$ cat src/rtl/ex_mem_pkg.sv
// Shared widths, control constants and bundle types
// for the EX/MEM pipeline register.
package ex_mem_pkg;

  localparam int RegBus       = 32;
  localparam int DoubleRegBus = 64;
  localparam int RegAddrBus   = 5;
  localparam int CntBus       = 2;
  localparam int StallBus     = 6;

  localparam int STALL_EX  = 3;
  localparam int STALL_MEM = 4;

  localparam logic RstEnable    = 1'b1;
  localparam logic WriteEnable  = 1'b1;
  localparam logic WriteDisable = 1'b0;
  localparam logic Stop         = 1'b1;
  localparam logic NoStop       = 1'b0;

  localparam logic [RegBus-1:0]       ZeroWord   = '0;
  localparam logic [DoubleRegBus-1:0] ZeroDouble = '0;
  localparam logic [RegAddrBus-1:0]   NopRegAddr = '0;
  localparam logic [CntBus-1:0]       ZeroCnt    = '0;

  typedef struct packed {
    logic [RegAddrBus-1:0] wd;
    logic                  wreg;
    logic [RegBus-1:0]     wdata;
    logic [RegBus-1:0]     hi;
    logic [RegBus-1:0]     lo;
    logic                  whilo;
  } ex_mem_t;

  typedef enum logic [1:0] {
    PR_HOLD,
    PR_BUBBLE,
    PR_ADVANCE
  } pr_op_t;

  // A stalled stage feeding a running stage emits a bubble.
  function automatic pr_op_t pr_op(
    input logic cur,
    input logic nxt
  );
    if (cur == NoStop)
      return PR_ADVANCE;
    else if (nxt == NoStop)
      return PR_BUBBLE;
    else
      return PR_HOLD;
  endfunction

endpackage

$ cat src/rtl/ex_mem_pipe_reg_stall.sv
// Generic stage register with the
// bubble / hold / advance stall rule.
module ex_mem_pipe_reg_stall
  import ex_mem_pkg::*;
#(
  parameter int W = 1
) (
  input  logic         Clk,
  input  logic         Rst_n,
  input  logic         stall_cur,
  input  logic         stall_nxt,
  input  logic [W-1:0] d,
  output logic [W-1:0] q
);

  pr_op_t op;

  assign op = pr_op(stall_cur, stall_nxt);

  always_ff @(posedge Clk) begin
    if (Rst_n == RstEnable) begin
      q <= '0;
    end else begin
      unique case (op)
        PR_ADVANCE: q <= d;
        PR_BUBBLE:  q <= '0;
        PR_HOLD:    q <= q;
        default:    q <= q;
      endcase
    end
  end

endmodule

$ cat src/rtl/ex_mem.sv
// EX/MEM pipeline register with the multi-cycle
// accumulate feedback (hilo_temp / cnt) path.
module ex_mem
  import ex_mem_pkg::*;
(
  input  logic                    Clk,
  input  logic                    Rst_n,
  input  logic [StallBus-1:0]     stall,
  input  logic [RegAddrBus-1:0]   ex_wd,
  input  logic                    ex_wreg,
  input  logic [RegBus-1:0]       ex_wdata,
  input  logic [RegBus-1:0]       ex_hi,
  input  logic [RegBus-1:0]       ex_lo,
  input  logic                    ex_whilo,
  input  logic [DoubleRegBus-1:0] hilo_i,
  input  logic [CntBus-1:0]       cnt_i,
  output logic [RegAddrBus-1:0]   mem_wd,
  output logic                    mem_wreg,
  output logic [RegBus-1:0]       mem_wdata,
  output logic [RegBus-1:0]       mem_hi,
  output logic [RegBus-1:0]       mem_lo,
  output logic                    mem_whilo,
  output logic [DoubleRegBus-1:0] hilo_o,
  output logic [CntBus-1:0]       cnt_o
);

  ex_mem_t ex_bus;
  ex_mem_t mem_bus;
  pr_op_t  op;
  logic    unused_stall;

  assign unused_stall = ^{stall[5], stall[2:0]};

  assign ex_bus.wd    = ex_wd;
  assign ex_bus.wreg  = ex_wreg;
  assign ex_bus.wdata = ex_wdata;
  assign ex_bus.hi    = ex_hi;
  assign ex_bus.lo    = ex_lo;
  assign ex_bus.whilo = ex_whilo;

  ex_mem_pipe_reg_stall #(
    .W($bits(ex_mem_t))
  ) u_reg (
    .Clk      (Clk),
    .Rst_n    (Rst_n),
    .stall_cur(stall[STALL_EX]),
    .stall_nxt(stall[STALL_MEM]),
    .d        (ex_bus),
    .q        (mem_bus)
  );

  assign mem_wd    = mem_bus.wd;
  assign mem_wreg  = mem_bus.wreg;
  assign mem_wdata = mem_bus.wdata;
  assign mem_hi    = mem_bus.hi;
  assign mem_lo    = mem_bus.lo;
  assign mem_whilo = mem_bus.whilo;

  assign op = pr_op(stall[STALL_EX], stall[STALL_MEM]);

  // Partial product survives only across the bubble EX requested.
  always_ff @(posedge Clk) begin
    if (Rst_n == RstEnable) begin
      hilo_o <= ZeroDouble;
      cnt_o  <= ZeroCnt;
    end else begin
      unique case (op)
        PR_BUBBLE: begin
          hilo_o <= hilo_i;
          cnt_o  <= cnt_i;
        end
        PR_ADVANCE: begin
          hilo_o <= ZeroDouble;
          cnt_o  <= ZeroCnt;
        end
        PR_HOLD: begin
          hilo_o <= hilo_o;
          cnt_o  <= cnt_o;
        end
        default: begin
          hilo_o <= hilo_o;
          cnt_o  <= cnt_o;
        end
      endcase
    end
  end

endmodule

$ cat config.mk
export PLATFORM = sky130hd
export DESIGN_NAME = ex_mem
export DESIGN_NICKNAME = d
export VERILOG_FILES = /design/src/rtl/ex_mem_pkg.sv /design/src/rtl/ex_mem_pipe_reg_stall.sv /design/src/rtl/ex_mem.sv
export SDC_FILE = /design/constraint.sdc
export NUM_CORES = 1
export LEC_CHECK = 0
export BUFFER_PORTS_ARGS = -buffer_cell sky130_fd_sc_hd__buf_4
export CAP_MARGIN = 25
export CORE_ASPECT_RATIO = 0.75
export CORE_MARGIN = 8
export CORE_UTILIZATION = 40
export CTS_CLUSTER_SIZE = 25
export DETAILED_ROUTE_END_ITERATION = 8
export PLACE_DENSITY = 0.73
export SYNTH_ARGS = -nofsm -noshare
export SYNTH_HDL_FRONTEND = slang
export SYNTH_SLANG_ARGS = --single-unit
$ cat constraint.sdc
create_clock -name Clk -period 1.1 [get_ports Clk]
set_clock_uncertainty 0.05 [all_clocks]
set_input_delay 0.165 -clock Clk [delete_from_list [all_inputs] [get_ports Clk]]
set_output_delay 0.165 -clock Clk [all_outputs]
set_load 0.02 [all_outputs]
==> Yosys cells after proc, flatten, opt, wreduce, memory -nomap -nowiden <==
Cells that the tools add are included.
{ "op_classes": {"eq_ne": 2, "mux": 5, "n_reduce_logical": 1} }
{ "ops": {"columns": ["operator", "n"], "rows": [
  ["$pmux W103 S2", 1],
  ["$pmux W64 S2", 1],
  ["$pmux W2 S2", 1],
  ["$eq A2 B1 Y1 const B", 1],
  ["$eq A2 B2 Y1 const B", 1],
  ["$mux W2", 1],
  ["$reduce_bool A2 Y1", 1],
  ["$mux W1", 1]
]} }
{ "word_totals": {"regBits": 169, "inputBits": 177, "output_inout_bits": 169, "elab_cells": 11} }

==> Logic depth before layout (Yosys ltp) <==
{ "depth": {"ltp_word": 4, "ltp_mapped": 5, "ltp_nobuf": 2} }

==> Hierarchy <==
From an unflattened synthesis, not the netlist that was laid out.
{ "hier_totals": {"cells_unflattened": 671, "area_unflattened_um2": 6368.6} }
{ "modules_own_cells": {"columns": ["module", "n_inst", "cells_each", "area_per_inst_um2", "seq_area_each_um2"], "rows": [
  ["ex_mem_pipe_reg_stall", 1, 457, 3973.8, 2062.0],
  ["ex_mem", 1, 214, 2394.8, 1321.3]
]} }

==> Worst setup path after synthesis <==
No wires, ideal clock.
{ "synth_timing": {"kind": "input-to-reg", "from": "in Rst_n", "to": "reg u_reg.q[24]", "setup_time_ns": 0.132, "setup_slack_ns": 0.151, "stages": 4, "t_arrival_ns": 0.767, "t_required_ns": 0.918, "path_cell_list": "buf_2 -> buf_2 -> clkbuf_1 -> a21oi_1"} }
{ "synth_lines": {"columns": ["item", "line", "text"], "rows": [
  ["start: declaration", "ex_mem.sv:7", "input logic Rst_n,"],
  ["end signal: assignment", "ex_mem_pipe_reg_stall.sv:27", "PR_HOLD: q <= q;"],
  ["end signal: assignment", "ex_mem_pipe_reg_stall.sv:28", "default: q <= q;"],
  ["end: declaration", "ex_mem_pipe_reg_stall.sv:13", "output logic [W-1:0] q"]
]} }
No word-level cell between the ends.

==> Worst setup path in the final report <==
{ "layout_timing": {"from": "reg hilo_o[33]", "to": "out hilo_o[33]"} }
{ "layout_lines": {"columns": ["item", "line", "text"], "rows": [
  ["start: declaration", "ex_mem.sv:23", "output logic [DoubleRegBus-1:0] hilo_o,"],
  ["start signal: assignment", "ex_mem.sv:64", "hilo_o <= ZeroDouble;"],
  ["start signal: assignment", "ex_mem.sv:69", "hilo_o <= hilo_i;"],
  ["start signal: assignment", "ex_mem.sv:73", "hilo_o <= ZeroDouble;"]
]} }
No word-level cell between the ends.

==> impl_metrics.py <==
metrics = {
    "status": {
        "status": "finished with violations",
        "violations": "negative setup slack",
    },
    "setup_path": {
        "critical_path.startpoint_type": "flop",
        "path_delay_family": "flip-flops",
        "critPathCaptureType": "output port",
        "ff2ff_path_depth": 3,
        "critPathMaxStageDelay_ns": 0.37,
        "crit_required_ns": 0.88,
        "slowest_stage": "dfxtp_2",
        "cp_max_fo": 2,
        "critical_path_class": "reg -> out",
        "crit_buf_inv": 1,
        "path_cells": "buf_6",
        "arrival_ns": 0.92,
        "rrSetupSlack_ns": 0.17,
        "reg2reg_to": "u_reg.q[9]",
        "worst_r2r_startpoint": "u_reg.q[9]",
    },
    "finish": {
        "syn2layout_area_growth_pct": 97.5,
        "final_nets": 1388,
        "layout-drive-gt1-share_pct": 50.0,
        "final_cells": 1435,
        "fillCellCount": 857,
    },
    "sta": {
        "fmax_ghz": 0.881,
        "drv_slew": 0,
        "hold_violations": 0,
        "rsz0062_at_grt": "true",
        "layout_setup_ws_ns": -0.0349,
        "fin_crit_ns": 1.13,
        "slew_headroom_pct": 72.2,
        "fin_crit_sh_pct": 103,
        "hold_slack_ns": 0.0830,
        "worstMarginPinSlew_ns": 0.417,
        "finalSetupViolations": 19,
    },
    "cts": {
        "clk_latency_ns": 0.41,
        "htreeDepth": 4,
        "clockBufferDepth": 2,
        "clock_sinks": 169,
        "clk_pin_slew_worst_paths_ns": 0.06,
        "cts_inserted_buffers": 17,
        "cts_root_buf": "clkbuf_16",
        "cts_tree": "built",
    },
    "yosys": {
        "syn_inst": 672,
        "synth_mux_area_share_pct": 10.4,
        "synth_fp_nets": 849,
        "postSynthAreaPerCell_um2": 9.49,
        "synth_area_leader_cell": "dfxtp_1",
        "synth_most_common_cell": "dfxtp_1",
        "ys_warn_count": 0,
        "ys_seq_area_share_pct": 53.1,
        "synth_compound_area_share_pct": 8.08,
        "synth_edf_count": 0,
        "synth_top_area_share_pct": 53.1,
        "ys_ff_latch": 169,
        "synth_area_leaders": "dfxtp_1, mux2i_1, nand2b_1",
        "synth_top_family_by_area": "simple AND/OR/NAND/NOR gates",
        "synth_fa_ha_area_share_pct": 0,
        "synthSimpleGateAreaFrac_pct": 22.3,
        "synthTopCellsByCount": "dfxtp_1, a21oi_1, nand2b_1, nand3_1",
        "synth_cell_types": 11,
        "synth_async_sr_flop_share_pct": 0,
        "syn_area_um2": 6380,
        "synth_xor_area_share_pct": 0,
        "synthFlopType": "dfxtp_1",
    },
    "global_routing": {
        "grt_pass1_wl_mm": 41.5,
        "grt_pass1_vias": 7497,
        "grt.total_usage_pct": 25.6,
        "antenna_found_initial": 2,
        "overflow": 0,
        "grt_max_degree": 57,
    },
    "placed_design": {
        "port_buffers": 341,
        "place_hpwl_mm": 15.6,
        "globalplace.congestion": 0.769,
        "dp_cells": 1183,
    },
    "hold_path": {
        "worstHoldStart": "stall[3]",
        "worstHoldPathCells": 3,
        "min_to": "u_reg.q[8]",
        "min_path_type": "in -> reg",
    },
    "floorplanning": {
        "die_w_um": 162,
        "core_um2": 15800,
        "die_h_um": 125,
        "start_util_pct": 40.3,
        "row_count": 40,
        "num_io_pins": 346,
        "die-area_um2": 20300,
    },
    "route": {
        "wl_per_cell_um": 20.0,
        "wl_mm": 28.7,
        "firstDrtPassIters": 5,
        "vias": 7126,
        "viasPerCell": 4.97,
        "drt_iter0_markers": 543,
        "drcViolationCount": 0,
        "final_antenna_net_count": 0,
    },
    "power_and_ir_drop": {
        "vdd_drop_max_mv": 0.976,
        "power_density_nw_per_um2": 1220,
        "leakagePower_nw": 5.63,
    },
    "run": {
        "maxCapViolCount": 0,
    },
}
## sequential cells by signal, indices dropped and copies added, names as in the netlist
register,cells
u_reg.q,103
cnt_o,2
hilo_o,64
## metal layers
layer	global-route usage, %	part of all wire [%]
met3	8.89	8.7
met5	0	0
met4	9.72	2.9
met1	28.0	37
met2	44.8	52
## stage by stage
stage | instance area (µm²) | total power [mW] | utilization [%] | setup WS [ns] | setup TNS, ns
detailed placement | 9130 | 8.80 | 57.7 | 0.0589 | 0
CTS | 12300 | 15.2 | 77.6 | -0.0356 | -0.589
global placement | 9130 | 8.76 | 57.7 | 0.0917 | 0
finish | 12600 | 15.4 | 79.6 | -0.0349 | -0.208
global route | 12600 | 15.9 | 79.6 | -0.0630 | -3.31
floorplan | 6380 | 7.71 | - | 0.151 | 0
## where the power goes
part	internal, mW	switching (mW)	leakage, nW
clock	3.13	2.57	0.263
sequential	6.43	0.197	1.45
combinational	1.73	1.32	3.91
## kinds of logic (layout without fill, tap and decap cells)
| kind of cell | Yosys count | after routing |
|---|---|---|
| AOI/OAI and AO/OA | 103 | 103 |
| buffers and inverters | 61 | 612 |
| DFF | 169 | 169 |
| muxes | 66 | 66 |
| other | 0 | 2 |
| and+or+nand+nor | 273 | 273 |
## area by class of cell
| type | instances | area, µm² | area share, % |
|---|---|---|---|
| antenna | 2 | 5.00 | 0.0397 |
| tap | 210 | 263 | 2.09 |
| clock buffer | 18 | 429 | 3.41 |
| sequential | 169 | 3590 | 28.5 |
| clock inverter | 13 | 120 | 0.954 |
| multi-input combinational | 442 | 2600 | 20.6 |
| timing repair buffer | 581 | 5590 | 44.3 |
## how the worst max path moves through the flow
stage	start	to	slack, ns	cells after the start
after floorplan	Rst_n	u_reg.q[24]	0.15	4
after global placement	stall[3]	u_reg.q[70]	0.09	4
after detailed placement	stall[3]	u_reg.q[78]	0.06	4
after CTS	cnt_o[0]	cnt_o[0]	-0.04	1
after global routing	hilo_o[6]	hilo_o[6]	-0.06	1
final	hilo_o[33]	hilo_o[33]	-0.03	1
## cell usage in the layout (no fill, tap or decap)
| master | count |
|---|---|
| nand2b_1 | 103 |
| buf_4 | 229 |
| bufinv_16 | 1 |
| clkbuf_1 | 1 |
| diode_2 | 2 |
| buf_12 | 13 |
| a21oi_1 | 103 |
| clkbuf_16 | 17 |
| nor2_1 | 66 |
| mux2i_1 | 66 |
| inv_6 | 4 |
| dlygate4sd3_1 | 169 |
| buf_6 | 170 |
| nand2b_4 | 1 |
| nand3_1 | 103 |
| clkinvlp_4 | 3 |
| clkinv_2 | 3 |
| clkinv_4 | 2 |
| dfxtp_2 | 169 |
## timing repair
| item | CTS | global route |
|---|---|---|
| endpoints found under the setup margin | 169 | 168 |
| hold buffers | 169 | 0 |
| setup buffers | 7 | 43 |
| resized for setup | 338 | 0 |
| pin swaps | 0 | 0 |
| hold endpoints to repair | 169 | 0 |
(Power assumes the default switching activity.)
